$ cat src/rtl/tt_sweep_pkg.sv
// Shared constants and FSM encoding for the truth-table sweep capture block.
// Latency: n/a (definitions only). Backpressure: n/a.
package tt_sweep_pkg;
    localparam int N_IN_DEF       = 7;
    localparam int TT_W_DEF       = 2 ** N_IN_DEF;
    localparam int SAMPLE_LAT_MIN = 1;
    localparam int SAMPLE_LAT_MAX = 8;

    typedef logic [1:0] state_t;
    localparam state_t ST_IDLE  = 2'd0;
    localparam state_t ST_SWEEP = 2'd1;
    localparam state_t ST_DRAIN = 2'd2;

    function automatic int clamp_lat(input int lat);
        if (lat < SAMPLE_LAT_MIN) return SAMPLE_LAT_MIN;
        if (lat > SAMPLE_LAT_MAX) return SAMPLE_LAT_MAX;
        return lat;
    endfunction
endpackage

$ cat src/rtl/tt_sweep_capture_if.sv
// Control, FUT and result signals of the sweep capture block (TT_COMPARE_EN adds the compare group).
// Latency: n/a. Backpressure: none, start is a request accepted only when idle.
interface tt_sweep_capture_if
    import tt_sweep_pkg::*;
#(
    parameter int N_IN = N_IN_DEF
);
    localparam int TT_W = 2 ** N_IN;

    logic            start;
    logic            abort;
    logic [N_IN-1:0] x_o;
    logic            f_i;
    logic            busy;
    logic            done;
    logic [TT_W-1:0] tt_o;
    logic            tt_valid;
`ifdef TT_COMPARE_EN
    logic [TT_W-1:0] tt_exp;
    logic            tt_match;
    logic [N_IN-1:0] mm_idx;

    modport master (input start, abort, f_i, tt_exp,
                    output x_o, busy, done, tt_o, tt_valid, tt_match, mm_idx);
    modport slave  (output start, abort, f_i, tt_exp,
                    input x_o, busy, done, tt_o, tt_valid, tt_match, mm_idx);
`else
    modport master (input start, abort, f_i,
                    output x_o, busy, done, tt_o, tt_valid);
    modport slave  (output start, abort, f_i,
                    input x_o, busy, done, tt_o, tt_valid);
`endif
endinterface

$ cat src/rtl/tt_tag_pipe.sv
// DEPTH-stage shift of {valid, index} tags following each driven pattern to its sample edge.
// Latency: DEPTH edges. Backpressure: none; flush clears every stage synchronously.
module tt_tag_pipe #(
    parameter int DEPTH = 1,
    parameter int IDX_W = 7
) (
    input  logic             clk,
    input  logic             rst_n,
    input  logic             flush,
    input  logic             in_vld,
    input  logic [IDX_W-1:0] in_idx,
    output logic             out_vld,
    output logic [IDX_W-1:0] out_idx
);
    logic [DEPTH-1:0]            vld_q;
    logic [DEPTH-1:0][IDX_W-1:0] idx_q;

    always_ff @(posedge clk or negedge rst_n) begin
        if (!rst_n) begin
            vld_q <= '0;
            idx_q <= '0;
        end else if (flush) begin
            vld_q <= '0;
            idx_q <= '0;
        end else begin
            vld_q[0] <= in_vld;
            idx_q[0] <= in_idx;
            for (int i = 1; i < DEPTH; i++) begin
                vld_q[i] <= vld_q[i-1];
                idx_q[i] <= idx_q[i-1];
            end
        end
    end

    assign out_vld = vld_q[DEPTH-1];
    assign out_idx = idx_q[DEPTH-1];
endmodule

$ cat src/rtl/tt_sweep_capture.sv
// Sweeps all 2**N_IN patterns into a FUT and captures its truth table; optional TT_COMPARE_EN checks it.
// Latency: start edge to done edge = TT_W-1+SAMPLE_LAT. Backpressure: start ignored while busy; abort cancels.
module tt_sweep_capture
    import tt_sweep_pkg::*;
#(
    parameter  int N_IN       = N_IN_DEF,
    parameter  int SAMPLE_LAT = 1,
    localparam int TT_W       = 2 ** N_IN
) (
    input logic               clk,
    input logic               rst_n,
    tt_sweep_capture_if.master bus
);
    localparam int LAT = clamp_lat(SAMPLE_LAT);

    state_t          state_q;
    logic [N_IN-1:0] x_q;
    logic            busy_q;
    logic            done_q;
    logic            valid_q;
    logic [TT_W-1:0] tt_q;

    logic            start_acc;
    logic            abort_acc;
    logic            last_pat;
    logic            cap_en;
    logic            sweep_end;
    logic            tag_in_vld;
    logic [N_IN-1:0] tag_in_idx;
    logic            tag_vld;
    logic [N_IN-1:0] tag_idx;

    assign start_acc = (state_q == ST_IDLE) && bus.start;
    assign abort_acc = (state_q != ST_IDLE) && bus.abort;
    assign last_pat  = &x_q;
    assign cap_en    = tag_vld && !abort_acc;
    assign sweep_end = cap_en && (&tag_idx);

    // The tag enters the pipe on the same edge that puts its pattern on x_o.
    always_comb begin
        tag_in_vld = 1'b0;
        tag_in_idx = '0;
        if (start_acc) begin
            tag_in_vld = 1'b1;
        end else if (state_q == ST_SWEEP && !abort_acc && !last_pat) begin
            tag_in_vld = 1'b1;
            tag_in_idx = x_q + N_IN'(1);
        end
    end

    tt_tag_pipe #(
        .DEPTH (LAT),
        .IDX_W (N_IN)
    ) u_tag_pipe (
        .clk     (clk),
        .rst_n   (rst_n),
        .flush   (abort_acc),
        .in_vld  (tag_in_vld),
        .in_idx  (tag_in_idx),
        .out_vld (tag_vld),
        .out_idx (tag_idx)
    );

    always_ff @(posedge clk or negedge rst_n) begin
        if (!rst_n) begin
            state_q <= ST_IDLE;
            x_q     <= '0;
            busy_q  <= 1'b0;
            done_q  <= 1'b0;
            valid_q <= 1'b0;
        end else begin
            done_q <= 1'b0;
            if (start_acc) begin
                state_q <= ST_SWEEP;
                x_q     <= '0;
                busy_q  <= 1'b1;
                valid_q <= 1'b0;
            end else if (abort_acc) begin
                state_q <= ST_IDLE;
                x_q     <= '0;
                busy_q  <= 1'b0;
            end else if (sweep_end) begin
                // With a one-edge sample latency this coincides with the x_o wrap, skipping DRAIN.
                state_q <= ST_IDLE;
                x_q     <= '0;
                busy_q  <= 1'b0;
                valid_q <= 1'b1;
                done_q  <= 1'b1;
            end else if (state_q == ST_SWEEP) begin
                if (last_pat) begin
                    state_q <= ST_DRAIN;
                    x_q     <= '0;
                end else begin
                    x_q <= x_q + N_IN'(1);
                end
            end else if (state_q != ST_DRAIN) begin
                state_q <= ST_IDLE;
            end
        end
    end

    // Bits not yet rewritten keep the previous sweep's values; tt_valid qualifies the table.
    always_ff @(posedge clk or negedge rst_n) begin
        if (!rst_n) begin
            tt_q <= '0;
        end else if (cap_en) begin
            tt_q[tag_idx] <= bus.f_i;
        end
    end

    assign bus.x_o      = x_q;
    assign bus.busy     = busy_q;
    assign bus.done     = done_q;
    assign bus.tt_o     = tt_q;
    assign bus.tt_valid = valid_q;

`ifdef TT_COMPARE_EN
    logic            mm_seen_q;
    logic            match_q;
    logic [N_IN-1:0] mm_idx_q;
    logic            bit_mm;

    assign bit_mm = bus.f_i != bus.tt_exp[tag_idx];

    // Samples arrive in ascending index order, so the first mismatch is the lowest.
    always_ff @(posedge clk or negedge rst_n) begin
        if (!rst_n) begin
            mm_seen_q <= 1'b0;
            match_q   <= 1'b0;
            mm_idx_q  <= '0;
        end else if (start_acc) begin
            mm_seen_q <= 1'b0;
            match_q   <= 1'b0;
            mm_idx_q  <= '0;
        end else if (cap_en) begin
            if (bit_mm && !mm_seen_q) begin
                mm_seen_q <= 1'b1;
                mm_idx_q  <= tag_idx;
            end
            if (sweep_end) begin
                match_q <= !mm_seen_q && !bit_mm;
            end
        end
    end

    assign bus.tt_match = match_q;
    assign bus.mm_idx   = mm_idx_q;
`endif
endmodule

$ cat src/flat_wrapper.sv
// flat-port wrapper written by rule: the top's interface ports become plain ports
module tt_sweep_capture_flat import tt_sweep_pkg::*;
#(
    parameter  int N_IN       = N_IN_DEF,
    parameter  int SAMPLE_LAT = 1,
    localparam int TT_W       = 2 ** N_IN
)
  (clk, rst_n, bus_start, bus_abort, bus_f_i, bus_x_o, bus_busy, bus_done, bus_tt_o, bus_tt_valid);
  tt_sweep_capture_if #(.N_IN(N_IN)) bus_i ();
  input logic clk;
  input logic rst_n;
  input wire logic [$bits(bus_i.start)-1:0] bus_start;
  input wire logic [$bits(bus_i.abort)-1:0] bus_abort;
  input wire logic [$bits(bus_i.f_i)-1:0] bus_f_i;
  output wire logic [$bits(bus_i.x_o)-1:0] bus_x_o;
  output wire logic [$bits(bus_i.busy)-1:0] bus_busy;
  output wire logic [$bits(bus_i.done)-1:0] bus_done;
  output wire logic [$bits(bus_i.tt_o)-1:0] bus_tt_o;
  output wire logic [$bits(bus_i.tt_valid)-1:0] bus_tt_valid;
  assign bus_i.start = bus_start;
  assign bus_i.abort = bus_abort;
  assign bus_i.f_i = bus_f_i;
  assign bus_x_o = bus_i.x_o;
  assign bus_busy = bus_i.busy;
  assign bus_done = bus_i.done;
  assign bus_tt_o = bus_i.tt_o;
  assign bus_tt_valid = bus_i.tt_valid;
  tt_sweep_capture #(.N_IN(N_IN), .SAMPLE_LAT(SAMPLE_LAT)) u_core (.clk(clk), .rst_n(rst_n), .bus(bus_i));
endmodule
$ cat config.mk
export PLATFORM = sky130hd
export DESIGN_NAME = tt_sweep_capture_flat
export DESIGN_NICKNAME = d
export VERILOG_FILES = /design/src/rtl/tt_sweep_pkg.sv /design/src/rtl/tt_sweep_capture_if.sv /design/src/rtl/tt_tag_pipe.sv /design/src/rtl/tt_sweep_capture.sv /design/src/flat_wrapper.sv
export SDC_FILE = /design/constraint.sdc
export NUM_CORES = 1
export LEC_CHECK = 0
export CAP_MARGIN = 20
export CORE_ASPECT_RATIO = 1.4
export CORE_MARGIN = 1
export CORE_UTILIZATION = 53
export CTS_BUF_LIST = sky130_fd_sc_hd__clkbuf_8
export CTS_CLUSTER_DIAMETER = 80
export CTS_CLUSTER_SIZE = 25
export DETAILED_ROUTE_END_ITERATION = 6
export PLACE_DENSITY = 0.91
export SKIP_CTS_REPAIR_TIMING = 1
export SYNTH_ARGS = -nofsm -noshare
export SYNTH_HDL_FRONTEND = slang
export SYNTH_HIERARCHICAL = 1
export SYNTH_SLANG_ARGS = --single-unit
export TNS_END_PERCENT = 100
$ cat constraint.sdc
create_clock -name clk -period 2.4 [get_ports clk]
set_clock_uncertainty 0.05 [all_clocks]
set_input_delay 0.48 -clock clk [delete_from_list [all_inputs] [get_ports clk]]
set_output_delay 0.48 -clock clk [all_outputs]
set_load 0.02 [all_outputs]
======== After elaboration in Yosys (flattened, before gate mapping) ========
Cells that the tools add are included.
cells by class
  equality and inequality tests ........... 4
  $lt $le $gt $ge ......................... 2
  multiplexer cells ....................... 29
  reductions and logical operators ........ 19
  add/subtract/negate cells ............... 1
operator list
  operator             count
  $bwmux 128           1
  $mux 7               8
  $reduce_and 7->1     2
  $mux 1               13
  $mux 2               6
  $lt 7x8->1 const B   1
  $add 7x1->7 const B  1
  $demux 1 s7          1
  $ge 7x1->1 const B   1
  $logic_and 1x1->1    7
  $ne 5x1->1 const B   1
  $reduce_bool 5->1    1
  $reduce_and 2->1     2
  $reduce_bool 2->1    2
  $reduce_bool 4->1    1
  $reduce_bool 3->1    1
  $eq 2x1->1 const B   1
  $logic_not 1->1      2
  $logic_not 2->1      1
  $ne 2x1->1 const B   1
  $ne 2x2->1 const B   1
word-level totals
  register bits after elaboration ......... 148
  output and inout bits ................... 138
  logic and storage cells ................. 63

======== Logic depth before layout (Yosys ltp) ========
  word-level depth ........................ 8
  mapped depth ............................ 7
  depth with buffers taken out ............ 6

======== By module ========
The synthesis kept the hierarchy.
modules (own cells, without submodules)
  module            instances  cells each  seq. area each (µm²)  area an instance (µm²)
  tt_sweep_capture  1          549         3503.4                6321.1
  tt_tag_pipe       1          16          200.2                 250.2

======== Worst setup path after synthesis ========
No wires, ideal clock.
  path type ............................... register to register
  start ................................... register u_core.x_q[0], in the netlist u_core/bus.x_o[0]
  end ..................................... register u_core.state_q[1]
  setup time .............................. 94 ps
  stages on the path, launching flop included .. 6
  arrival time ............................ 1531 ps
  setup slack ............................. 725 ps
  buffers on the path ..................... 0
  required time ........................... 2256 ps
  clock period less this slack ............ 1675 ps
  cells stage by stage .................... dfrtp_1 > ha_1 > nand3_1 > o21ai_2 > nand3b_1 > a211oi_1
between the ends
  longest elaborated chain between the ends .. 3
ends and longest elaborated chain
  element                            line                    RTL
  start: declaration                 tt_sweep_capture.sv:17  logic [N_IN-1:0] x_q;
  start signal: assignment           tt_sweep_capture.sv:94  x_q <= x_q + N_IN'(1);
  $reduce_and 7->1                   tt_sweep_capture.sv:35  assign last_pat = &x_q;
  $ne 5x1->1 (no source line)        -
  $reduce_and 2->1 (no source line)  -
  end signal: assignment             tt_sweep_capture.sv:66  state_q <= ST_IDLE;
  end signal: assignment             tt_sweep_capture.sv:74  state_q <= ST_SWEEP;
  end signal: assignment             tt_sweep_capture.sv:79  state_q <= ST_IDLE;
  end: declaration                   tt_sweep_capture.sv:16  state_t state_q;
Every way passes these cells.
A chain may end at the register's enable or synchronous reset.

======== Worst setup path after layout ========
  start ................................... register u_core.x_q[2], in the netlist u_core/bus.x_o[2]
  end ..................................... output port bus_x_o[2]
RTL lines
  element           line                RTL
  end: declaration  flat_wrapper.sv:15  output wire logic [$bits(bus_i.x_o)-1:0] bus_x_o;
No word-level cell between the ends.

==> impl_results.md <==
- P_leak: 0.00390 uW
- M1 GR Usage: 32.9%
- Tcrit/Tclk final: between 80% and 90%
- Sink Count: 148
- Placeable Area: 0.0119 sq mm
- First-pass GRT wire length: roughly 26000 microns
- Final setup violation count: 0
- Slowest stage delay, CP: 0.68 ns
- Met2 usage: 45.6%
- Syn-to-layout area delta: 31.2%
- Unrepaired setup endpoints after global routing: no
- Failing checks: negative hold slack
- Initial drt markers: 339
- Die Y: 134 microns
- Final Max Tran Viols: 0
- DP Area: 0.00815 sq mm
- NumNets Final: between 700 and 800
- Final hold violation count: 14
- Share of layout cells above drive strength 1: 24.2%
- Startpoint types: register
- R2R setup slack: roughly 0.28 ns
- GR peak layer: met2
- CTS tree: yes
- Slew Limit Headroom: 52.2%
- Worst path depth: 1
- Yosys cell types: 40
- Prevailing post-synth register cell: dfrtp_1
- Area of the multi-input gates: 0.00270 sq mm
- Via count: around 4900
- Min Hold Slack: -0.0293 ns
- Worst-Margin Slew: around 0.71 ns
- # placed instances: 834
- CP Buf/Inv Count: 1
- Final core utilization: ~72%
- Critical path launch point: u_core/bus.x_o[2]$_DFFE_PN0P_
- CTS root buf: clkbuf_8
- Area of the die: approximately 0.013 sq mm
- Largest net degree at the start of global routing: 75
- Pwr dens: 655 mW/mm^2
- # rows: 47
- Drt wl/cell: 19.0 microns
- Max-Cap Viols: 0
- Diode count: 0
- Initial antenna violation count: 0
- Worst-case clock buffer depth: 2
- VDD IR max: 0.000435 V
- Setup slack at placement: 0.104 ns
- Vias in the first global route: 4950
- Reg area: approximately 0.0037 sq mm
- Mapped Cells: approximately 570
- Fmax: 466 MHz
- Ports: 143
- Crit end category: primary output
- CTS clk-pin slew, worst paths: 0.09 ns
- CP max FO: 8
- FF-to-FF path depth: 4
- Outcome: complete, but fails checks
- Worst setup path class: register to primary output
- GPL Wtd Cong: 0.906
- Async S/R FF share, synth: 100%
- CP max stage cell: clkdlybuf4s50_1
- Drt first pass iters: 5
- Register area share after synthesis: 56.4%
- Routed WL: 16500 microns
- Number of synthesized flops with an enable pin: 0
- Fillers: 798
- CTS Buf Count: 17
- Register bit total from synthesis: between 100 and 150
- Syn_nets: 571
- Worst EP required: between 1.5 and 2 ns
- Non-filler cells, final: between 800 and 900
- Crit path DAT: 1.61 ns
- Post-route cell area: 0.00862 sq mm
- Die width: 96.1 microns
- Crit path max-delay family: buffers and inverters
- H-tree levels: 4
- Met3 usage: between 5 and 6%
- Worst-Skew Late Latency: 0.44 ns
- Mapped cell area: 0.00657 sq mm
- DRC viols: 0
- Min-delay worst type: input port to async pin
- Period minus WS final: 2.14 ns
- CP Cell Sequence: clkdlybuf4s50_1
- FF-to-FF Start: u_core/u_tag_pipe/out_idx[2]$_DFF_PN0_
- Syn avg cell area: 11.6 sq um
- Routed vias/inst: 5.63
- I/O Buffers: 142
- Tot GR Track Use: 27.3%
- Starting Density: 55.0%
- Post-DRT Antenna Nets: 0
- TNS Setup: 0 ns
- Count of yosys warnings during synthesis: 6
- Worst Slack Setup Final: 0.255 ns
- Post-DP HPWL: 11300 microns
- Crit path to: bus_x_o[2]
- GRT overflow: 0
- R2r endpoint: u_core/bus.tt_o[68]$_DFFE_PN0P_
[cell type report]
type	instances	area share [%]
flip-flops and latches	148	42.9
multi-input cells	382	31.3
repair buffers	154	18.1
clock buffers	18	2.87
clock inverters	14	2.58
well taps	147	2.13
inverters	3	0.131
[cells by family after synthesis]
family	synth area share, %
AND/OR/NAND/NOR	16.2
multiplexers	22.1
XOR/XNOR	0.533
buffers and inverters	2.59
adder cells (fa/ha/maj)	0.190
AO/OA/AOI/OAI	2.08
flip-flops	56.4
[cell usage in the layout, fill, tap and decap left out, drive strengths merged, types with 5 or more instances in the layout]
master and instances:
buf 14, clkbuf 18, inv 7, nor3b 6, nor2b 13, bufinv 5
o21ai 6, dfrtp 148, nor3 9, nor2 135, nand3 11, nand3b 5
clkdlybuf4s50 140, nand2 34, mux2 128
[worst min path at each step]
stage	start	end	slack, ns	cells past startpoint
floorplan	rst_n	u_core/bus.busy$_DFFE_PN0P_	0.13	0
detailed placement	u_core/bus.tt_o[110]$_DFFE_PN0P_	u_core/bus.tt_o[110]$_DFFE_PN0P_	0.44	1
finish	rst_n	u_core/bus.tt_o[69]$_DFFE_PN0P_	-0.03	1
global route	rst_n	u_core/bus.tt_o[69]$_DFFE_PN0P_	0.02	1
CTS	rst_n	u_core/bus.tt_o[67]$_DFFE_PN0P_	0.002	1
global placement	u_core/bus.tt_valid$_DFFE_PN0P_	u_core/bus.tt_valid$_DFFE_PN0P_	0.43	1
[power by group]
group / total, uW / internal (uW) / leakage (uW) / switching, uW
registers: 2690 / 2570 / 0.00206 / 122
clock network: 2250 / 1280 / 0.000231 / 965
logic: 716 / 253 / 0.00162 / 463
total: 5650 / 4100 / 0.00390 / 1550
[state kept, by name (all words and copies together) (netlist names)]
name                       count
u_core/bus.tt_valid            1
u_core/bus.busy                1
u_core/u_tag_pipe/out_idx      7
u_core/bus.tt_o              128
u_core/bus.done                1
u_core/bus.x_o                 7
u_core/u_tag_pipe/out_vld      1
u_core/state_q                 2
[cells in the mapped netlist, types with 2 or more instances]
cell type / number / share of area [%]
and3_1: 2 / 0.19
buf_6: 3 / 0.51
o21ai_0: 4 / 0.30
a21oi_1: 3 / 0.23
nand2b_1: 2 / 0.19
nand3b_1: 5 / 0.57
nand4_2: 3 / 0.57
dfrtp_1: 148 / 56
inv_1: 3 / 0.17
o21a_1: 3 / 0.34
nor3_1: 9 / 0.69
and3b_1: 3 / 0.40
mux2_2: 117 / 20
xnor2_1: 2 / 0.27
o31ai_1: 2 / 0.23
nand3_2: 4 / 0.61
nand2_1: 34 / 1.9
nor2_1: 135 / 7.7
nand3_1: 6 / 0.46
nor3b_1: 6 / 0.69
mux2_1: 11 / 1.9
xor2_1: 2 / 0.27
o21ai_2: 2 / 0.27
buf_2: 9 / 0.69
nor2b_1: 13 / 1.2
clkbuf_1: 18 / 1.0
and2_1: 3 / 0.29
[routing by layer]
layer / wire (microns) / share of wire [%]
met5: 0 / 0
met4: 663 / 4.0
met3: 831 / 5.0
met2: 8750 / 53
met1: 6240 / 38
[stage by stage]
| stage | power (uW) | hold slack [ns] |
|---|---|---|
| 5_1_grt | 5880 | 0.0183 |
| 6_report | 5650 | -0.0293 |
| 3_3_place_gp | 3410 | 0.428 |
| 3_5_place_dp | 3450 | 0.445 |
| 2_1_floorplan | 3150 | 0.134 |
| 4_1_cts | 5670 | 0.00241 |
No activity file was read; power rests on OpenSTA's default activity.
